`config.mk`:
```
export PLATFORM = sky130hd
export DESIGN_NAME = streaming_dwc
export DESIGN_NICKNAME = d
export VERILOG_FILES = /design/src/rtl/streaming_dwc_pkg.sv /design/src/rtl/streaming_dwc_down.sv /design/src/rtl/streaming_dwc_up.sv /design/src/rtl/streaming_dwc.sv
export SDC_FILE = /design/constraint.sdc
export NUM_CORES = 1
export LEC_CHECK = 0
export CORE_AREA = 10 10 72 74
export CTS_BUF_LIST = sky130_fd_sc_hd__clkbuf_4 sky130_fd_sc_hd__clkbuf_8 sky130_fd_sc_hd__clkbuf_16
export DETAILED_ROUTE_END_ITERATION = 7
export DIE_AREA = 0 0 82 84
export HOLD_SLACK_MARGIN = 0.12
export PLACE_DENSITY = 0.74
export SLEW_MARGIN = 5
export SYNTH_ARGS = -nofsm -noshare
export SYNTH_HDL_FRONTEND = slang
export SYNTH_SLANG_ARGS = --single-unit
```
`constraint.sdc`:
```
create_clock -name ap_clk -period 2.14 [get_ports ap_clk]
set_clock_uncertainty 0.05 [all_clocks]
set_input_delay 0.535 -clock ap_clk [delete_from_list [all_inputs] [get_ports ap_clk]]
set_output_delay 0.535 -clock ap_clk [all_outputs]
set_load 0.01 [all_outputs]
```
`src/rtl/streaming_dwc_pkg.sv`:
```
// streaming_dwc shared helpers.
// Width ratio, direction and counter-width derivation.
package streaming_dwc_pkg;

  function automatic bit dwc_upsize(input int in_w, input int out_w);
    return out_w > in_w;
  endfunction

  function automatic int dwc_ratio(input int in_w, input int out_w);
    if (out_w > in_w) return out_w / in_w;
    return in_w / out_w;
  endfunction

  function automatic bit dwc_legal(input int in_w, input int out_w);
    if (out_w > in_w) return (out_w % in_w) == 0;
    return (in_w % out_w) == 0;
  endfunction

  function automatic int cnt_w(input int ratio);
    return (ratio > 1) ? $clog2(ratio) : 1;
  endfunction

endpackage

```
`src/rtl/streaming_dwc_down.sv`:
```
// streaming_dwc downsize / pass-through path.
// Ports: in_* wide side, out_* narrow side, valid/ready handshake.
module streaming_dwc_down
  import streaming_dwc_pkg::*;
#(
  parameter int IN_W  = 32,
  parameter int OUT_W = 8
) (
  input  logic             clk,
  input  logic             rst_n,
  input  logic [IN_W-1:0]  in_data,
  input  logic             in_valid,
  output logic             in_ready,
  output logic [OUT_W-1:0] out_data,
  output logic             out_valid,
  input  logic             out_ready
);

  localparam int RATIO = IN_W / OUT_W;
  localparam int CW = cnt_w(RATIO);
  localparam logic [CW-1:0] LAST = CW'(RATIO - 1);

  logic [IN_W-1:0] buf_q;
  logic [CW-1:0]   idx;
  logic            held;
  logic            last;
  logic            in_fire;
  logic            out_fire;

  assign last      = (idx == LAST);
  assign in_ready  = !held || (last && out_ready);
  assign in_fire   = in_valid && in_ready;
  assign out_fire  = held && out_ready;
  assign out_valid = held;
  // Buffer shifts down so slice idx always sits in the low bits.
  assign out_data  = buf_q[OUT_W-1:0];

  always_ff @(posedge clk or negedge rst_n) begin
    if (!rst_n) begin
      buf_q <= '0;
      idx   <= '0;
      held  <= 1'b0;
    end else begin
      if (out_fire) begin
        idx   <= last ? '0 : idx + 1'b1;
        buf_q <= buf_q >> OUT_W;
        if (last) held <= 1'b0;
      end
      if (in_fire) begin
        buf_q <= in_data;
        held  <= 1'b1;
      end
    end
  end

endmodule

```
`src/rtl/streaming_dwc_up.sv`:
```
// streaming_dwc upsize path.
// Ports: in_* narrow side, out_* wide side, valid/ready handshake.
module streaming_dwc_up
  import streaming_dwc_pkg::*;
#(
  parameter int IN_W  = 8,
  parameter int OUT_W = 32
) (
  input  logic             clk,
  input  logic             rst_n,
  input  logic [IN_W-1:0]  in_data,
  input  logic             in_valid,
  output logic             in_ready,
  output logic [OUT_W-1:0] out_data,
  output logic             out_valid,
  input  logic             out_ready
);

  localparam int RATIO = OUT_W / IN_W;
  localparam int CW = cnt_w(RATIO);
  localparam logic [CW-1:0] LAST = CW'(RATIO - 1);

  logic [OUT_W-1:0] asm_q;
  logic [OUT_W-1:0] asm_full;
  logic [OUT_W-1:0] out_q;
  logic [CW-1:0]    cnt;
  logic             ov;
  logic             last;
  logic             in_fire;
  logic             out_fire;

  assign last      = (cnt == LAST);
  // Stall only when the completing slice would clobber a held word.
  assign in_ready  = !last || !ov || out_ready;
  assign in_fire   = in_valid && in_ready;
  assign out_fire  = ov && out_ready;
  assign out_data  = out_q;
  assign out_valid = ov;

  always_comb begin
    asm_full = asm_q;
    asm_full[OUT_W-1 -: IN_W] = in_data;
  end

  always_ff @(posedge clk or negedge rst_n) begin
    if (!rst_n) begin
      asm_q <= '0;
      out_q <= '0;
      cnt   <= '0;
      ov    <= 1'b0;
    end else begin
      if (out_fire) ov <= 1'b0;
      if (in_fire) begin
        if (last) begin
          out_q <= asm_full;
          ov    <= 1'b1;
          cnt   <= '0;
        end else begin
          asm_q[int'(cnt)*IN_W +: IN_W] <= in_data;
          cnt <= cnt + 1'b1;
        end
      end
    end
  end

endmodule

```
`src/rtl/streaming_dwc.sv`:
```
// streaming_dwc: LSB-first AXI-Stream width converter.
// Ports: ap_clk/ap_rst_n, in0_V_V_* input stream, out_V_V_* output stream.
module streaming_dwc
  import streaming_dwc_pkg::*;
#(
  parameter int IN_WIDTH  = 32,
  parameter int OUT_WIDTH = 8
) (
  input  logic                 ap_clk,
  input  logic                 ap_rst_n,
  input  logic [IN_WIDTH-1:0]  in0_V_V_TDATA,
  input  logic                 in0_V_V_TVALID,
  output logic                 in0_V_V_TREADY,
  output logic [OUT_WIDTH-1:0] out_V_V_TDATA,
  output logic                 out_V_V_TVALID,
  input  logic                 out_V_V_TREADY
);

  localparam int RATIO  = dwc_ratio(IN_WIDTH, OUT_WIDTH);
  localparam bit UPSIZE = dwc_upsize(IN_WIDTH, OUT_WIDTH);

  if (!dwc_legal(IN_WIDTH, OUT_WIDTH)) begin : g_bad
    $error("streaming_dwc: widths %0d/%0d not integer multiples",
           IN_WIDTH, OUT_WIDTH);
  end

  if (UPSIZE) begin : g_up
    streaming_dwc_up #(
      .IN_W  (IN_WIDTH),
      .OUT_W (OUT_WIDTH)
    ) u_up (
      .clk       (ap_clk),
      .rst_n     (ap_rst_n),
      .in_data   (in0_V_V_TDATA),
      .in_valid  (in0_V_V_TVALID),
      .in_ready  (in0_V_V_TREADY),
      .out_data  (out_V_V_TDATA),
      .out_valid (out_V_V_TVALID),
      .out_ready (out_V_V_TREADY)
    );
  end else begin : g_down
    streaming_dwc_down #(
      .IN_W  (IN_WIDTH),
      .OUT_W (OUT_WIDTH)
    ) u_down (
      .clk       (ap_clk),
      .rst_n     (ap_rst_n),
      .in_data   (in0_V_V_TDATA),
      .in_valid  (in0_V_V_TVALID),
      .in_ready  (in0_V_V_TREADY),
      .out_data  (out_V_V_TDATA),
      .out_valid (out_V_V_TVALID),
      .out_ready (out_V_V_TREADY)
    );
  end

endmodule
```
---- Yosys cells after proc, flatten, opt, wreduce, memory -nomap -nowiden ----
Index checks and enable logic that the tools add are counted.
storage, ports and cells
  bits in latches ......................... 0
  memories ................................ 0
  input bits .............................. 36
  register bits after elaboration ......... 35
  ROM bits ................................ 0
  bits in writable memories ............... 0
operators by class
  magnitude comparators ................... 0
  bitwise gates (word level) .............. 0
  shifts and indexed selects .............. 0
  div/mod/pow operators ................... 0
  multiplexer cells ....................... 6
  equality and inequality tests ........... 1
  multiply operators ...................... 0
  reduce and logical (&&, ||, !) cells .... 8
  $add $sub $neg .......................... 1
operator list
  cell                                                           count
  32-bit two-way mux                                             2
  2-bit nonzero test                                             2
  1-bit logical AND                                              3
  1-bit two-way mux                                              3
  2-bit by 1-bit adder with 2-bit output, second input constant  1
  2-bit == test, second input constant                           1
  2-bit two-way mux                                              1
  2-bit AND reduction                                            1
  1-bit logical NOT                                              1
  1-bit logical OR                                               1

---- Logic depth before layout (Yosys ltp) ----
  depth after elaboration ................. 6
  depth in mapped cells ................... 6

---- Worst setup path before layout ----
Ideal clock, no wire load.
  path type ............................... reg2out
  from .................................... register g_down.u_down.idx[0]
  to ...................................... output port in0_V_V_TREADY
  path slack .............................. 0.488 ns
  required time ........................... 1.555 ns
  arrival time ............................ 1.067 ns
  stages on the path, launching flop included .. 5
  path through ............................ dfrtp_1 > ha_1 > a21bo_1 > buf_2 > buf_2
on the way
  word-level cells in the longest chain between the ends .. 3
RTL lines
  item                      RTL line                  source
  start: declaration        streaming_dwc_down.sv:24  logic [CW-1:0] idx;
  start signal: assignment  streaming_dwc_down.sv:45  idx <= last ? '0 : idx + 1'b1;
  2-bit == test             streaming_dwc_down.sv:30  assign last = (idx == LAST);
  1-bit logical AND         streaming_dwc_down.sv:31  assign in_ready = !held || (last && out_ready);
  1-bit logical OR          streaming_dwc_down.sv:31
  end: declaration          streaming_dwc.sv:13       output logic in0_V_V_TREADY,
No other way between the ends.

---- Final worst setup path ----
  from .................................... input port out_V_V_TREADY
  to ...................................... output port in0_V_V_TREADY
on the way
  word-level cells in the longest chain between the ends .. 2
RTL lines
  item                RTL line                  source
  start: declaration  streaming_dwc.sv:16       input logic out_V_V_TREADY
  1-bit logical AND   streaming_dwc_down.sv:31
  1-bit logical OR    streaming_dwc_down.sv:31
No other way between the ends.

==> reports/summary.log <==
INFO  detailed_routing viasPerCell=5.14
INFO  worst_setup_path critPathKind=input port to output pin
INFO  clock_network  cts_htree_levels=2
INFO  synth          number_of_distinct_library_cell_variants_in_the_gate_level_netlist_after_synthesis=19
INFO  worst_setup_path crit_required=1.55ns
INFO  worst_setup_path timing.reg2reg.worst_path_depth=6
INFO  sta            fin_ws=0.0955ns
INFO  synth          synth_edf_count=0
INFO  grt            wire_length_of_the_first_global_routing_pass=6510um
INFO  clock_network  cts_resized=1
INFO  sta            worst_pin_slew=0.754ns
INFO  sta            final_hold_viol_count=0
INFO  sta            slew_viol_final=0
INFO  worst_setup_path worstPathArrival=1.46ns
INFO  grt            grt_util_met1=0.150
INFO  sta            fin_crit=2.04ns
INFO  pwr            leakage=0.00100uW
INFO  grt            top_usage_layer=met2
INFO  sta            setup_viol=0
INFO  job            max_cap_violations=0
INFO  clock_network  clkLatencyLatePin=0.28ns
INFO  sta            layout_worst_path_cycle_share=0.955
INFO  pwr            netSwitchingPower=797uW
INFO  final_layout   layout_net_count=236
INFO  placement      io_buffer_count=45
INFO  detailed_routing detailedRoute.firstIterationViolations=95
INFO  worst_setup_path worst-path-max-fanout=2
INFO  synth          synth.yosys.seq_area_share=0.523
INFO  floorplan      dieWidth=82um
INFO  final_layout   diodes=0
INFO  sta            max_freq=489MHz
INFO  clock_network  cts_made_buffers=5
INFO  placement      dp_hpwl=2930um
INFO  worst_setup_path startpoint_type=input port
INFO  floorplan      die_area=6890squm
INFO  outcome        status=finished, final reports clean
INFO  clock_network  post-cts-setup-buffer-count=0
INFO  pwr            clock_power_share=0.178
INFO  synth          yosys-top-cells-area=dfrtp_1 52%, mux2i_1 14%, nand3_1 9.6%, o21ai_1 9.0%, buf_4 3.6%
INFO  sta            max_slew_margin=0.497
INFO  worst_hold_path holdCritPathClass=input port to async pin
INFO  worst_setup_path regToRegStartpoint=g_down.u_down.idx[0]$_DFFE_PN0P_
INFO  clock_network  clock_sink_count=35
INFO  synth          most_used_dff_post_synth=dfrtp_1
INFO  grt            met3_usage=0.0291
INFO  detailed_routing finalWirelength=3880um
INFO  detailed_routing vias=1275
INFO  grt            groute.usage.overall=0.119
INFO  clock_network  holdBufCountCts=0
INFO  pwr            proportion_of_total_power_due_to_net_switching=0.326
INFO  synth          instance_count_of_the_mapped_netlist=161
INFO  pwr            internal_power=1650uW
INFO  synth          yosysWarningCount=0
INFO  sta            rsz0062_at_grt=no
INFO  detailed_routing ant_nets=0
INFO  final_layout   syn2layout_area_growth=33.0%
INFO  grt            met2_usage=0.176
INFO  clock_network  clk_tree_root_cell=clkbuf_8
INFO  pwr            power.sequential.fraction=0.449
INFO  worst_setup_path timing.critical_path.from=out_V_V_TREADY
INFO  synth          synth.largest_area_cell=dfrtp_1
INFO  worst_setup_path ff2ff_setup_slack=0.40ns
INFO  grt            grt_pass1_vias=1358
INFO  synth          netlist_area=1670squm
INFO  grt            antenna_found_initial=0
INFO  synth          async_flop_share=1.00
INFO  floorplan      initial_utilization=0.434
INFO  detailed_routing drcViolationCount=0
INFO  detailed_routing dr_wl_cell=15.6um
INFO  worst_setup_path worstSetupEndpoint=in0_V_V_TREADY
INFO  clock_network  cts-root-to-sink-buffers=2
INFO  floorplan      fp.dieH=84um
INFO  pwr            combinationalPowerShare=0.374
INFO  synth          synth.most_common_cell=dfrtp_1
INFO  floorplan      core_area=3860squm
INFO  clock_network  cts_tree=built
INFO  synth          synth.ff_latch_count=35
INFO  final_layout   drive_above_1_share=0.0909
INFO  synth          post_synth_most_frequent_cells=35 x dfrtp_1, 32 x nand3_1, 30 x o21ai_1
INFO  synth          postSynthAreaPerCell=10.4squm
INFO  pwr            power_density=1100nW/um^2
INFO  pwr            ir_worst_vdd=338uV
INFO  worst_setup_path worst_r2r_endpoint=g_down.u_down.buf_q[14]$_DFFE_PN0P_
INFO  placement      routability_congestion_estimate=0.760
INFO  grt            globalRouteOverflowTotal=0
INFO  placement      placed_cells_incl_taps=242
INFO  synth          synth_top_area_frac=0.523
INFO  floorplan      row_count=23
INFO  worst_setup_path end_kind=output pin
INFO  synth          net_count_synth=198
INFO  floorplan      floorplan.io_pins=46
INFO  clock_network  clk_transition_reported_paths=0.06ns
INFO  detailed_routing detail_route.first_pass.iterations=4
INFO  final_layout   count_of_placed_standard_cells_in_the_final_layout_fillers_left_out=248
INFO  grt            grt_start_max_net_pins=36
INFO  placement      pre_cts_slack=-0.191ns
[critical path, stage by stage]
cell	delay [ns]
clkdlybuf4s50_1	0.42
a21bo_1	0.21
dlygate4sd2_1	0.29
[per-stage QoR]
stage	setup TNS, ns	instance area, sq um	utilization	total power [uW]	hold slack, ns
after CTS	0	2230	0.578	2490	0.286
after floorplan	0	1670	-	1710	0.189
final	0	2230	0.578	2450	0.273
after detailed placement	-1.25	2150	0.558	2050	0.458
after global placement	-0.412	2150	0.558	1990	0.441
after global routing	0	2230	0.578	2630	0.328
[logic make-up (layout without fill, tap and decap cells)]
kind of cell,count (synthesis),in the layout,share of synthesized area
AND/OR/NAND/NOR,44,44,0.129
flip-flops,35,35,0.523
buffers and inverters,22,59,0.0837
AO/OA/AOI/OAI,34,34,0.106
adder cells (fa/ha/maj),1,1,0.00747
multiplexers,25,25,0.150
[layer usage]
metal | up-vias | part of all wire | wire length [um]
met5 | - | 0 | 0
met4 | 0 | 0.026 | 102
met3 | 8 | 0.056 | 218
met2 | 35 | 0.48 | 1860
met1 | 600 | 0.44 | 1700
li1 | 632 | - | -
[sequential cells by signal (all words and copies together) (netlist names)]
name                     count
g_down.u_down.buf_q         32
g_down.u_down.idx            2
g_down.u_down.out_valid      1
[how the worst min path moves through the flow]
stage | startpoint | endpoint | slack, ns | cells after the start
after global routing | ap_rst_n | g_down.u_down.buf_q[11]$_DFFE_PN0P_ | 0.33 | 1
after floorplan | ap_rst_n | g_down.u_down.buf_q[0]$_DFFE_PN0P_ | 0.19 | 0
after detailed placement | g_down.u_down.buf_q[30]$_DFFE_PN0P_ | g_down.u_down.buf_q[30]$_DFFE_PN0P_ | 0.46 | 2
after global placement | g_down.u_down.idx[0]$_DFFE_PN0P_ | g_down.u_down.idx[0]$_DFFE_PN0P_ | 0.44 | 1
after CTS | ap_rst_n | g_down.u_down.buf_q[3]$_DFFE_PN0P_ | 0.29 | 1
final | ap_rst_n | g_down.u_down.buf_q[3]$_DFFE_PN0P_ | 0.27 | 1
[layout make-up]
cell class | count | area [sq um]
clock buffers | 6 | 76.3
repair buffers | 53 | 554
fillers | 349 | 1630
multi-input cells | 104 | 658
well taps | 50 | 62.6
flip-flops and latches | 35 | 876
[cell usage in the layout (no fill, tap or decap), types with 2 or more instances in the layout]
master           count
buf_12               4
buf_4                4
clkbuf_8             5
clkdlybuf4s50_1     43
dfrtp_1             35
mux2i_1             24
nand2_1              8
nand3_1             32
o21ai_0              2
o21ai_1             30
[power groups by stage]
stage                     sequential, uW  combinational, uW  clock [uW]
after global placement              1090                897           0
after CTS                           1100                935         452
after floorplan                     1050                657           0
final                               1100                914         435
after global routing                1130               1010         491
after detailed placement            1110                939           0
(Power assumes the default switching activity.)
